**config.mk**
```make
export PLATFORM = sky130hd
export DESIGN_NAME = uart_tx_arbiter_flat
export DESIGN_NICKNAME = d
export VERILOG_FILES = /design/src/rtl/uart_tx_arbiter_pkg.sv /design/src/rtl/uart_tx_arbiter_if.sv /design/src/rtl/uart_tx_arbiter_rr_pick.sv /design/src/rtl/uart_tx_arbiter.sv /design/src/flat_wrapper.sv
export SDC_FILE = /design/constraint.sdc
export NUM_CORES = 1
export LEC_CHECK = 0
export CAP_MARGIN = 40
export CORE_AREA = 2 2 63 65
export CTS_CLUSTER_SIZE = 12
export DETAILED_ROUTE_END_ITERATION = 6
export DIE_AREA = 0 0 65 67
export PLACE_DENSITY_LB_ADDON = 0.05
export SETUP_SLACK_MARGIN = 0.15
export SLEW_MARGIN = 20
export SYNTH_ARGS = -nofsm -noshare
export SYNTH_HDL_FRONTEND = slang
export SYNTH_SLANG_ARGS = --single-unit
export TNS_END_PERCENT = 30
```
**constraint.sdc**
```tcl
create_clock -name clk_25mhz -period 2.6 [get_ports clk_25mhz]
set_clock_uncertainty 0.05 [all_clocks]
set_input_delay 0.52 -clock clk_25mhz [delete_from_list [all_inputs] [get_ports clk_25mhz]]
set_output_delay 0.52 -clock clk_25mhz [all_outputs]
set_load 0.02 [all_outputs]
```
**src/rtl/uart_tx_arbiter_pkg.sv**
```systemverilog
// Shared types and constants for the uart_tx arbiter: FSM encoding, debug view,
// default start timeout and the requester-index width helper.
package uart_arb_pkg;

  typedef enum logic [1:0] {
    ST_IDLE  = 2'd0,
    ST_START = 2'd1,
    ST_DRAIN = 2'd2
  } state_t;

  localparam int DEF_START_TIMEOUT = 16;
  localparam int MAX_ID_W          = 3;

  typedef struct packed {
    state_t                state;
    logic [MAX_ID_W-1:0]   ptr;
    logic                  last_q;
  } dbg_t;

  function automatic int id_w(input int n);
    return (n > 1) ? $clog2(n) : 1;
  endfunction

endpackage

```
**src/rtl/uart_tx_arbiter_if.sv**
```systemverilog
// Requester byte streams plus the uart_tx start/busy link and arbiter status.
// Transfer rule: a byte moves when req_valid[i] & req_ready[i] are both high at a rising edge.
interface uart_tx_arbiter_if
  import uart_arb_pkg::*;
#(
  parameter int N_REQ = 4
);
  localparam int ID_W = id_w(N_REQ);

  logic [N_REQ-1:0]   req_valid;
  logic [8*N_REQ-1:0] req_data;
  logic [N_REQ-1:0]   req_last;
  logic [N_REQ-1:0]   req_ready;
  logic [7:0]         tx_data;
  logic               tx_start;
  logic               tx_busy;
  logic [ID_W-1:0]    grant_id;
  logic               active;
  logic               err_timeout;

  modport master (
    output req_valid, req_data, req_last, tx_busy,
    input  req_ready, tx_data, tx_start, grant_id, active, err_timeout
  );

  modport slave (
    input  req_valid, req_data, req_last, tx_busy,
    output req_ready, tx_data, tx_start, grant_id, active, err_timeout
  );

endinterface

```
**src/rtl/uart_tx_arbiter_rr_pick.sv**
```systemverilog
// Round-robin search: first set request bit at or after ptr, wrapping modulo N_REQ.
module rr_pick
  import uart_arb_pkg::*;
#(
  parameter int N_REQ = 4,
  parameter int ID_W  = 2
) (
  input  logic [N_REQ-1:0] i_req,
  input  logic [ID_W-1:0]  i_ptr,
  output logic             o_found,
  output logic [ID_W-1:0]  o_idx
);

  int              w_j;
  logic [ID_W-1:0] w_j_idx;

  // Scan from the farthest offset down so the nearest hit is written last.
  always_comb begin
    o_found = 1'b0;
    o_idx   = i_ptr;
    w_j     = 0;
    w_j_idx = '0;
    for (int k = N_REQ - 1; k >= 0; k--) begin
      w_j     = (int'(i_ptr) + k) % N_REQ;
      w_j_idx = ID_W'(w_j);
      if (i_req[w_j_idx]) begin
        o_found = 1'b1;
        o_idx   = w_j_idx;
      end
    end
  end

endmodule

```
**src/rtl/uart_tx_arbiter.sv**
```systemverilog
// Shares one uart_tx between N_REQ byte streams: round-robin choice, frame lock
// until the last byte, start/busy sequencing and a start-acknowledge timeout.
module uart_tx_arbiter
  import uart_arb_pkg::*;
#(
  parameter int N_REQ         = 4,
  parameter int START_TIMEOUT = DEF_START_TIMEOUT
) (
  input  logic             clk_25mhz,
  input  logic             resetn,
  uart_tx_arbiter_if.slave bus,
  output dbg_t             o_dbg
);

  localparam int               ID_W     = id_w(N_REQ);
  localparam int               CNT_W    = $clog2(START_TIMEOUT) + 1;
  localparam logic [CNT_W-1:0] CNT_LAST = CNT_W'(START_TIMEOUT - 1);
  localparam logic [ID_W-1:0]  LAST_ID  = ID_W'(N_REQ - 1);

  state_t           r_state;
  state_t           w_next_state;
  logic [CNT_W-1:0] r_cnt;
  logic [ID_W-1:0]  r_ptr;
  logic             r_last_q;
  logic [7:0]       r_tx_data;
  logic [ID_W-1:0]  r_grant_id;
  logic             r_active;
  logic             r_err;

  logic             w_rr_found;
  logic [ID_W-1:0]  w_rr_idx;
  logic             w_cand_found;
  logic [ID_W-1:0]  w_cand_idx;
  logic             w_accept;
  logic             w_timeout;
  logic [ID_W-1:0]  w_ptr_next;

  rr_pick #(.N_REQ(N_REQ), .ID_W(ID_W)) u_rr_pick (
    .i_req   (bus.req_valid),
    .i_ptr   (r_ptr),
    .o_found (w_rr_found),
    .o_idx   (w_rr_idx)
  );

  // A held lock pins the candidate even while its owner has nothing to send.
  always_comb begin
    w_cand_found = w_rr_found;
    w_cand_idx   = w_rr_idx;
    if (r_active) begin
      w_cand_found = bus.req_valid[r_grant_id];
      w_cand_idx   = r_grant_id;
    end
  end

  assign w_accept   = (r_state == ST_IDLE) && w_cand_found && resetn;
  assign w_timeout  = (r_state == ST_START) && !bus.tx_busy && (r_cnt == CNT_LAST);
  assign w_ptr_next = (r_grant_id == LAST_ID) ? '0 : r_grant_id + 1'b1;

  always_ff @(posedge clk_25mhz or negedge resetn) begin
    if (!resetn) r_state <= ST_IDLE;
    else         r_state <= w_next_state;
  end

  always_comb begin
    w_next_state = ST_IDLE;
    case (r_state)
      ST_IDLE:  w_next_state = w_cand_found ? ST_START : ST_IDLE;
      ST_START: begin
        if (bus.tx_busy)    w_next_state = ST_DRAIN;
        else if (w_timeout) w_next_state = ST_IDLE;
        else                w_next_state = ST_START;
      end
      ST_DRAIN: w_next_state = bus.tx_busy ? ST_DRAIN : ST_IDLE;
      default:  w_next_state = ST_IDLE;
    endcase
  end

  always_comb begin
    bus.req_ready = '0;
    bus.tx_start  = 1'b0;
    if (w_accept) bus.req_ready[w_cand_idx] = 1'b1;
    if (r_state == ST_START) bus.tx_start = 1'b1;
  end

  always_ff @(posedge clk_25mhz or negedge resetn) begin
    if (!resetn) begin
      r_cnt      <= '0;
      r_ptr      <= '0;
      r_last_q   <= 1'b0;
      r_tx_data  <= 8'h00;
      r_grant_id <= '0;
      r_active   <= 1'b0;
      r_err      <= 1'b0;
    end else begin
      r_err <= w_timeout;
      case (r_state)
        ST_IDLE: begin
          if (w_cand_found) begin
            r_tx_data  <= bus.req_data[8*w_cand_idx +: 8];
            r_last_q   <= bus.req_last[w_cand_idx];
            r_grant_id <= w_cand_idx;
            r_active   <= 1'b1;
            r_cnt      <= '0;
          end
        end
        ST_START: begin
          if (bus.tx_busy) begin
            r_cnt <= '0;
          end else if (w_timeout) begin
            r_cnt    <= '0;
            r_active <= 1'b0;
            r_ptr    <= w_ptr_next;
          end else begin
            r_cnt <= r_cnt + 1'b1;
          end
        end
        ST_DRAIN: begin
          if (!bus.tx_busy && r_last_q) begin
            r_active <= 1'b0;
            r_ptr    <= w_ptr_next;
          end
        end
        default: ;
      endcase
    end
  end

  assign bus.tx_data     = r_tx_data;
  assign bus.grant_id    = r_grant_id;
  assign bus.active      = r_active;
  assign bus.err_timeout = r_err;

  assign o_dbg.state  = r_state;
  assign o_dbg.ptr    = MAX_ID_W'(r_ptr);
  assign o_dbg.last_q = r_last_q;

endmodule

```
**src/flat_wrapper.sv**
```systemverilog
// flat-port wrapper written by rule: the top's interface ports become plain ports
module uart_tx_arbiter_flat import uart_arb_pkg::*;
#(
  parameter int N_REQ         = 4,
  parameter int START_TIMEOUT = DEF_START_TIMEOUT
)
  (clk_25mhz, resetn, o_dbg, bus_req_valid, bus_req_data, bus_req_last, bus_tx_busy, bus_req_ready, bus_tx_data, bus_tx_start, bus_grant_id, bus_active, bus_err_timeout);
  uart_tx_arbiter_if #(.N_REQ(N_REQ)) bus_i ();
  input  logic clk_25mhz;
  input  logic resetn;
  output dbg_t o_dbg;
  input wire logic [$bits(bus_i.req_valid)-1:0] bus_req_valid;
  input wire logic [$bits(bus_i.req_data)-1:0] bus_req_data;
  input wire logic [$bits(bus_i.req_last)-1:0] bus_req_last;
  input wire logic [$bits(bus_i.tx_busy)-1:0] bus_tx_busy;
  output wire logic [$bits(bus_i.req_ready)-1:0] bus_req_ready;
  output wire logic [$bits(bus_i.tx_data)-1:0] bus_tx_data;
  output wire logic [$bits(bus_i.tx_start)-1:0] bus_tx_start;
  output wire logic [$bits(bus_i.grant_id)-1:0] bus_grant_id;
  output wire logic [$bits(bus_i.active)-1:0] bus_active;
  output wire logic [$bits(bus_i.err_timeout)-1:0] bus_err_timeout;
  assign bus_i.req_valid = bus_req_valid;
  assign bus_i.req_data = bus_req_data;
  assign bus_i.req_last = bus_req_last;
  assign bus_i.tx_busy = bus_tx_busy;
  assign bus_req_ready = bus_i.req_ready;
  assign bus_tx_data = bus_i.tx_data;
  assign bus_tx_start = bus_i.tx_start;
  assign bus_grant_id = bus_i.grant_id;
  assign bus_active = bus_i.active;
  assign bus_err_timeout = bus_i.err_timeout;
  uart_tx_arbiter #(.N_REQ(N_REQ), .START_TIMEOUT(START_TIMEOUT)) u_core (.clk_25mhz(clk_25mhz), .resetn(resetn), .bus(bus_i), .o_dbg(o_dbg));
endmodule
```
**Word-level counts from Yosys, hierarchy flattened**

Index checks and enable logic that the tools add are counted.

- Reductions and logical operators: 15
- Equality and inequality tests: 8
- Shift-type cells: 1
- Add/sub/neg operators: 5
- Order comparisons: 7
- Mux-type cells: 45

Operators by type and width:

| operator | number |
|---|---|
| variable part select 32 x 6 -> 8 bit | 1 |
| two-way mux 2 bit | 11 |
| two-way mux 1 bit | 19 |
| less-than comparator 2 x 3 -> 1 bit, second input constant | 6 |
| two-way mux 5 bit | 3 |
| binary-select mux 1 bit (select 2 bit) | 6 |
| one-hot mux 5 bit (2 select lines) | 1 |
| logical AND 1 bit | 6 |
| != test 2 x 1 -> 1 bit, second input constant | 3 |
| one-hot mux 2 bit (3 select lines) | 1 |
| adder 5 x 1 -> 5 bit, second input constant | 1 |
| equality test 5 x 4 -> 1 bit, second input constant | 1 |
| AND reduction 5 bit | 1 |
| adder 2 x 1 -> 2 bit, second input constant | 2 |
| adder 2 bit, second input constant | 2 |
| equality test 2 bit, second input constant | 2 |
| two-way mux 4 bit | 1 |
| one-hot mux 2 bit (2 select lines) | 1 |
| AND reduction 2 bit | 2 |
| AND reduction 4 bit | 1 |
| nonzero test 2 bit | 2 |
| one-hot mux 1 bit (3 select lines) | 1 |
| nonzero test 3 bit | 1 |
| demux 1 bit (select 2 bit) | 1 |
| other kinds (5) | 5 |

- Logic and storage cells: 89
- Register bits: 22
- Output and inout port bits: 23

**Depth between registers and ports, before layout**

- Depth after elaboration: 13
- Gate-level depth with buffers: 7
- Gate-level depth less buffers: 7

**Hierarchy**

A second synthesis with hierarchy kept.

- Cell total of the unflattened synthesis: 146
- Area total of the unflattened synthesis: 1,547.7 µm²

Modules (own cells, without submodules):

| module | times used | seq. area each (µm²) | area an instance (µm²) | cells each |
|---|---|---|---|---|
| uart_tx_arbiter | 1 | 550.5 | 1,447.6 | 130 |
| rr_pick | 1 | 0.0 | 100.1 | 16 |

**Worst setup path after synthesis**

Ideal clock, no wire load.

- Kind: input port to output port
- Start: in bus_req_valid[2]
- End: out bus_req_ready[0]
- Data arrival time: 1,920 ps
- Stages on the path: 6
- Required time: 2,030 ps
- Path buffers: 2
- Slack: 110 ps
- Cells stage by stage: a21boi_1 > a2111o_1 > buf_6 > nand2_8 > buf_4 > nor3b_1

- Longest elaborated chain between the ends: 12
- Elaborated cells between the ends (all ways): 28

RTL lines:

| element | RTL line | text |
|---|---|---|
| from (decl) | flat_wrapper.sv:12 | `input wire logic [$bits(bus_i.req_valid)-1:0] bus_req_valid;` |
| binary-select mux 1 bit (select 2 bit) | uart_tx_arbiter_rr_pick.sv:26 | `if (i_req[w_j_idx]) begin` |
| two-way mux 1 bit (not written as such) | uart_tx_arbiter_rr_pick.sv:26 |  |
| two-way mux 2 bit (4 in a row) | uart_tx_arbiter_rr_pick.sv:26 |  |
| two-way mux 2 bit | uart_tx_arbiter.sv:49 | `if (r_active) begin` |
| less-than comparator 2 x 3 -> 1 bit (not written as such) or >= comparator 2 x 1 -> 1 bit (tied branches) | uart_tx_arbiter.sv:81 | `if (w_accept) bus.req_ready[w_cand_idx] = 1'b1;` |
| logical AND 1 bit (not written as such) | uart_tx_arbiter.sv:81 |  |
| two-way mux 1 bit (not written as such) | uart_tx_arbiter.sv:81 |  |
| demux 1 bit (select 2 bit) | -- |  |
| two-way mux 4 bit * | uart_tx_arbiter.sv:81 |  |
| to (decl) | flat_wrapper.sv:16 | `output wire logic [$bits(bus_i.req_ready)-1:0] bus_req_ready;` |

Every way passes the cells marked *; elsewhere a longest branch is shown, timed or not. The select of a mux whose other input is x is not followed.

**Worst setup path in the final report**

- Start: reg u_core.r_grant_id[0], in the netlist u_core.bus.grant_id[0]
- End: out bus_req_ready[1]

- Longest elaborated chain between the ends: 6
- Elaborated cells between the ends (all ways): 12

RTL lines:

| element | RTL line | text |
|---|---|---|
| from (decl) | uart_tx_arbiter.sv:26 | `logic [ID_W-1:0] r_grant_id;` |
| from (signal assigned) | uart_tx_arbiter.sv:101 | `r_grant_id <= w_cand_idx;` |
| two-way mux 2 bit or binary-select mux 1 bit (select 2 bit) (tied branches) | uart_tx_arbiter.sv:49, uart_tx_arbiter.sv:50 |  |
| less-than comparator 2 x 3 -> 1 bit (not written as such) (tied with other cells) | uart_tx_arbiter.sv:81 |  |
| logical AND 1 bit (not written as such) or two-way mux 1 bit (tied branches) | uart_tx_arbiter.sv:81, uart_tx_arbiter.sv:49 |  |
| two-way mux 1 bit (not written as such) or logical AND 1 bit (tied branches) | uart_tx_arbiter.sv:81, uart_tx_arbiter.sv:55 |  |
| demux 1 bit (select 2 bit) or logical AND 1 bit (tied branches) | -- |  |
| two-way mux 4 bit * | uart_tx_arbiter.sv:81 |  |

Marked as above.

==> impl.org <==
** Status
- Run status :: finished, final reports clean

** Setup path
- Setup crit start kind :: flop
- WP data arrival :: 1.82 ns
- Among all stages on the critical path, the largest delay is contributed by sky130_fd_sc_hd__mux4_2.
- In this run the worst path has a maximum fanout of 4.
- Type of the worst setup path :: reg2out
- Stage delay of the slowest cell on the critical path :: 0.55 ns
- At the worst endpoint, the required time is 2.03 ns.
- Kind of capture point of the worst setup path :: output pin
- List of cells traversed by the critical path :: mux4_2, o221ai_4, or2_4, nor3b_2, buf_4

** Global routing
- Number of global-route vias before repair :: 1822
- In the global route stage, overall resource usage came out at 22.70%.
- Sum of overflow across all layers after global routing :: 0
- Wire length of the first global-routing pass :: 7714 microns
- Number of antenna violations at the first check in global routing :: 0
- Entering global routing, the biggest net connects 26 pins.

** Synthesis
- Number of synthesized flops with an enable pin :: 0
- Portion of netlist area occupied by mux cells :: 3.416%
- For this run, the leading register cell type out of synthesis is sky130_fd_sc_hd__dfrtp_1.
- Largest family of logic cells by synthesized area :: compound AO/OA/AOI/OAI gates
- Yosys mapped the design onto 44 distinct sky130hd cell types.
- After Yosys synthesis, and, or, nand and nor cells account for 22.28% of the synthesized area.
- Summing the areas of all fa, ha and maj instances in the mapped netlist gives 4.658% of the synthesized area.
- After technology mapping, the gate count stands at 167.
- Dividing the synthesized area by the synthesized cell count gives 9.650 sq um.
- Counting flops and latches in the post-synthesis netlist gives 22.
- Synth top area cells :: sky130_fd_sc_hd__dfrtp_1 34%, sky130_fd_sc_hd__a221oi_1 10%, sky130_fd_sc_hd__and2_1 7.0%
- After synthesis, the largest area contributor takes up 34.16% of total cell area.
- Summing the areas of all compound-gate instances in the mapped netlist gives 28.26% of the synthesized area.
- Post-synthesis sequential area ratio :: 34.16%
- The mapped netlist covers 0.001612 sq mm.
- Share of flip-flops with an asynchronous set or reset after synthesis :: 100.0%
- Synth warnings :: 0
- Nets in the synthesized netlist :: 216
- Of the total synthesized cell area, the portion taken by XOR and XNOR cells is 0%.
- Summed over all instances, the cell type with the most area after synthesis is sky130_fd_sc_hd__dfrtp_1.

** Clock tree
- Clock-pin slew was measured on the worst setup and hold paths at 0.08 ns.
- Skew-Pair Late Insertion Delay :: 0.26 ns
- Counting along the longest clock path gives a buffer depth of 2.
- Number of CTS-inserted buffers :: 3
- The root buffer cell chosen for the clock tree is sky130_fd_sc_hd__clkbuf_8.
- TritonCTS built the clock tree.
- CTS built an H-tree with a depth of 1.
- After clock tree synthesis, the flow added hold-fix buffers numbering 0.
- Clock sink count :: 22

** Layout
- Area occupied by registers :: 553.0 sq um
- The library cell used most frequently in the layout, excluding fill and tap cells, is sky130_fd_sc_hd__clkdlybuf4s50_1.
- Share of post-route cells with drive strength above 1 :: 22.45%
- After filler insertion, the fill cell instance count of the layout stands at 301.
- Highest-count cells in the layout ignoring fill and taps :: 56 x sky130_fd_sc_hd__clkdlybuf4s50_1, 26 x sky130_fd_sc_hd__buf_4, 20 x sky130_fd_sc_hd__dfrtp_1
- Area of all placed cells without fillers :: 0.002472 sq mm
- Nets@finish :: 295
- 0 antenna diodes ended up in the layout.
- In the final layout, the multi-input gates occupy 0.001006 sq mm.
- Excluding fillers, the count of instances in the completed layout stands at 293.
- Relative to the synthesized area, the layout overhead comes to 53.42%.
- At the end of the flow the core is filled with cells to 68.56%.

** Drt
- Residual DRC :: 0
- The pre-antenna-repair detailed-routing pass consisted of 4 iterations.
- Dividing the detail-routed wire length by the instance count gives 15.82 microns.
- For this block, the initial DRC count from the detailed router was 91.
- Number of vias after detailed routing :: 1618
- The final layout contains routed wiring with a total length of 4636 microns.
- Dividing the detail-routed via count by the number of cells gives 5.522.
- The detail route stage leaves a number of antenna-violating nets equal to 0.

** Placement
- Placed Cells incl. Taps :: 287
- At the end of routability-driven placement, the weighted congestion stood at 0.8013.
- At the placement stage, the worst setup path has a slack of -0.7061 ns.
- Final HPWL from detailed placement :: 3607 microns
- Input and output buffers added on the ports amount to 64.
- In this run the cell area measured after placement is 0.002385 sq mm.

** Timing
- Setup repair after global routing could not meet its margin everywhere.
- The final critical path takes up 91.93% of the cycle.
- Worst Max-Slew Pin Slew :: 0.6317 ns
- The smallest clock period supported by the final layout is computed as 2.390 ns.
- The worst path meets setup with 0.2099 ns of slack.
- Measured against its own limit, the worst slew margin works out to 57.78%.
- The max-slew violation total from the final report is 0.
- Setup violations remaining at the end of the flow were counted as 0.
- Derived from the worst setup path, the maximum achievable clock frequency is 418.4 MHz.
- The final hold violation count came to 0.

** Power and ir drop
- Areal power density over the cells :: 1096 mW/mm^2
- For this design the static power due to leakage is 1.045 nW.
- Peak supply drop :: 0.0004877 V
- Overall power consumption :: 2.710 mW

** Die
- Die span in y :: 67 microns
- During I/O placement, the number of pins put on the boundary was 66.
- Die area :: 0.004355 sq mm
- Horiz. Die Dim :: 65 microns
- Area of the core :: 0.003606 sq mm
- Effective utilization at floorplan :: 44.69%
- Core Rows :: 22

** Worst hold path
- Class of the tightest hold or removal check :: reg2reg

** Run
- Total of max-cap violations :: 0
==> per-layer routing <==
layer,part of all wire [%],global-route usage [%]
met2,54,43.94
met3,4.3,2.872
met4,1.7,8.777
met1,40,24.92
met5,0,0
==> repair_timing <==
action,in CTS,in global routing
resized for setup,38,13
pin swaps,6,5
setup endpoints to repair,4,4
setup buffers,2,0
hold endpoints to repair,0,0
==> registers in the layout, summed over array words and instances (netlist names) <==
name and flops:
u_core.r_last_q 1, u_core.bus.active 1, u_core.r_state 2, u_core.bus.err_timeout 1
u_core.bus.tx_data 8, u_core.r_ptr 2, u_core.bus.grant_id 2, u_core.r_cnt 5
==> worst max-delay path: cells and delay by family (launching register included) <==
family	cells	cell delay, ns
buffers and inverters	1	0.16
DFF	1	0.38
muxes	1	0.55
AOI/OAI and AO/OA	1	0.22
and+or+nand+nor	2	0.24
==> worst paths after layout <==
check,from,to,slack (ns),cells after the start
min in group asynchronous,resetn,u_core.r_state[0],0.63,2
worst max-delay path,u_core.bus.grant_id[0],bus_req_ready[1],0.21,5
worst min register to register,u_core.bus.tx_data[4],u_core.bus.tx_data[4],0.44,2
worst min-delay path,u_core.bus.tx_data[4],u_core.bus.tx_data[4],0.44,2
worst max register to register,u_core.r_cnt[0],u_core.r_ptr[1],0.47,4
max in group asynchronous,resetn,u_core.bus.active,1.62,2
==> kinds of logic after synthesis <==
logic type	after synthesis
AO/OA/AOI/OAI	53
flip-flops	22
buffers and inverters	18
adder cells (fa/ha/maj)	6
AND/OR/NAND/NOR	63
multiplexers	4
other	1
==> cell usage after synthesis, types with 2 or more instances <==
cell type                  instances
sky130_fd_sc_hd__a21oi_1           4
sky130_fd_sc_hd__a221oi_1         19
sky130_fd_sc_hd__and2_1           18
sky130_fd_sc_hd__buf_2             5
sky130_fd_sc_hd__buf_4             3
sky130_fd_sc_hd__buf_6             2
sky130_fd_sc_hd__dfrtp_1          22
sky130_fd_sc_hd__ha_1              6
sky130_fd_sc_hd__inv_1             6
sky130_fd_sc_hd__mux2_2            2
sky130_fd_sc_hd__nand2_1          18
sky130_fd_sc_hd__nand2b_1          4
sky130_fd_sc_hd__nor2_1            4
sky130_fd_sc_hd__nor2b_1           6
sky130_fd_sc_hd__nor3_1            2
sky130_fd_sc_hd__nor3b_1           2
sky130_fd_sc_hd__o21a_1            2
sky130_fd_sc_hd__o21ai_0           5
sky130_fd_sc_hd__o31ai_1           9
sky130_fd_sc_hd__o41ai_1           2
sky130_fd_sc_hd__or2_2             2
sky130_fd_sc_hd__or3_1             2
==> power by group <==
part           switching [mW]  leakage [nW]  internal [mW]  total [mW]
registers               0.115         0.277          0.481       0.596
logic                   0.963         0.739          0.903        1.87
clock network           0.112        0.0288          0.135       0.247
total                    1.19          1.04           1.52        2.71
==> through the flow <==
step / TNS (ns) / hold WS (ns)
floorplan: 0 / 0.1744
global placement: -2.621 / 0.4140
detailed placement: -3.177 / 0.4245
CTS: 0 / 0.4430
global route: 0 / 0.4718
finish: 0 / 0.4409
==> cell type report <==
class | instances | area share (%)
clock buffer | 4 | 2.227
inverter | 6 | 0.9109
multi-input combinational | 127 | 40.69
sequential | 22 | 22.37
tap | 48 | 2.429
timing repair buffer | 86 | 31.38
Power figures use the tool's default switching activity.
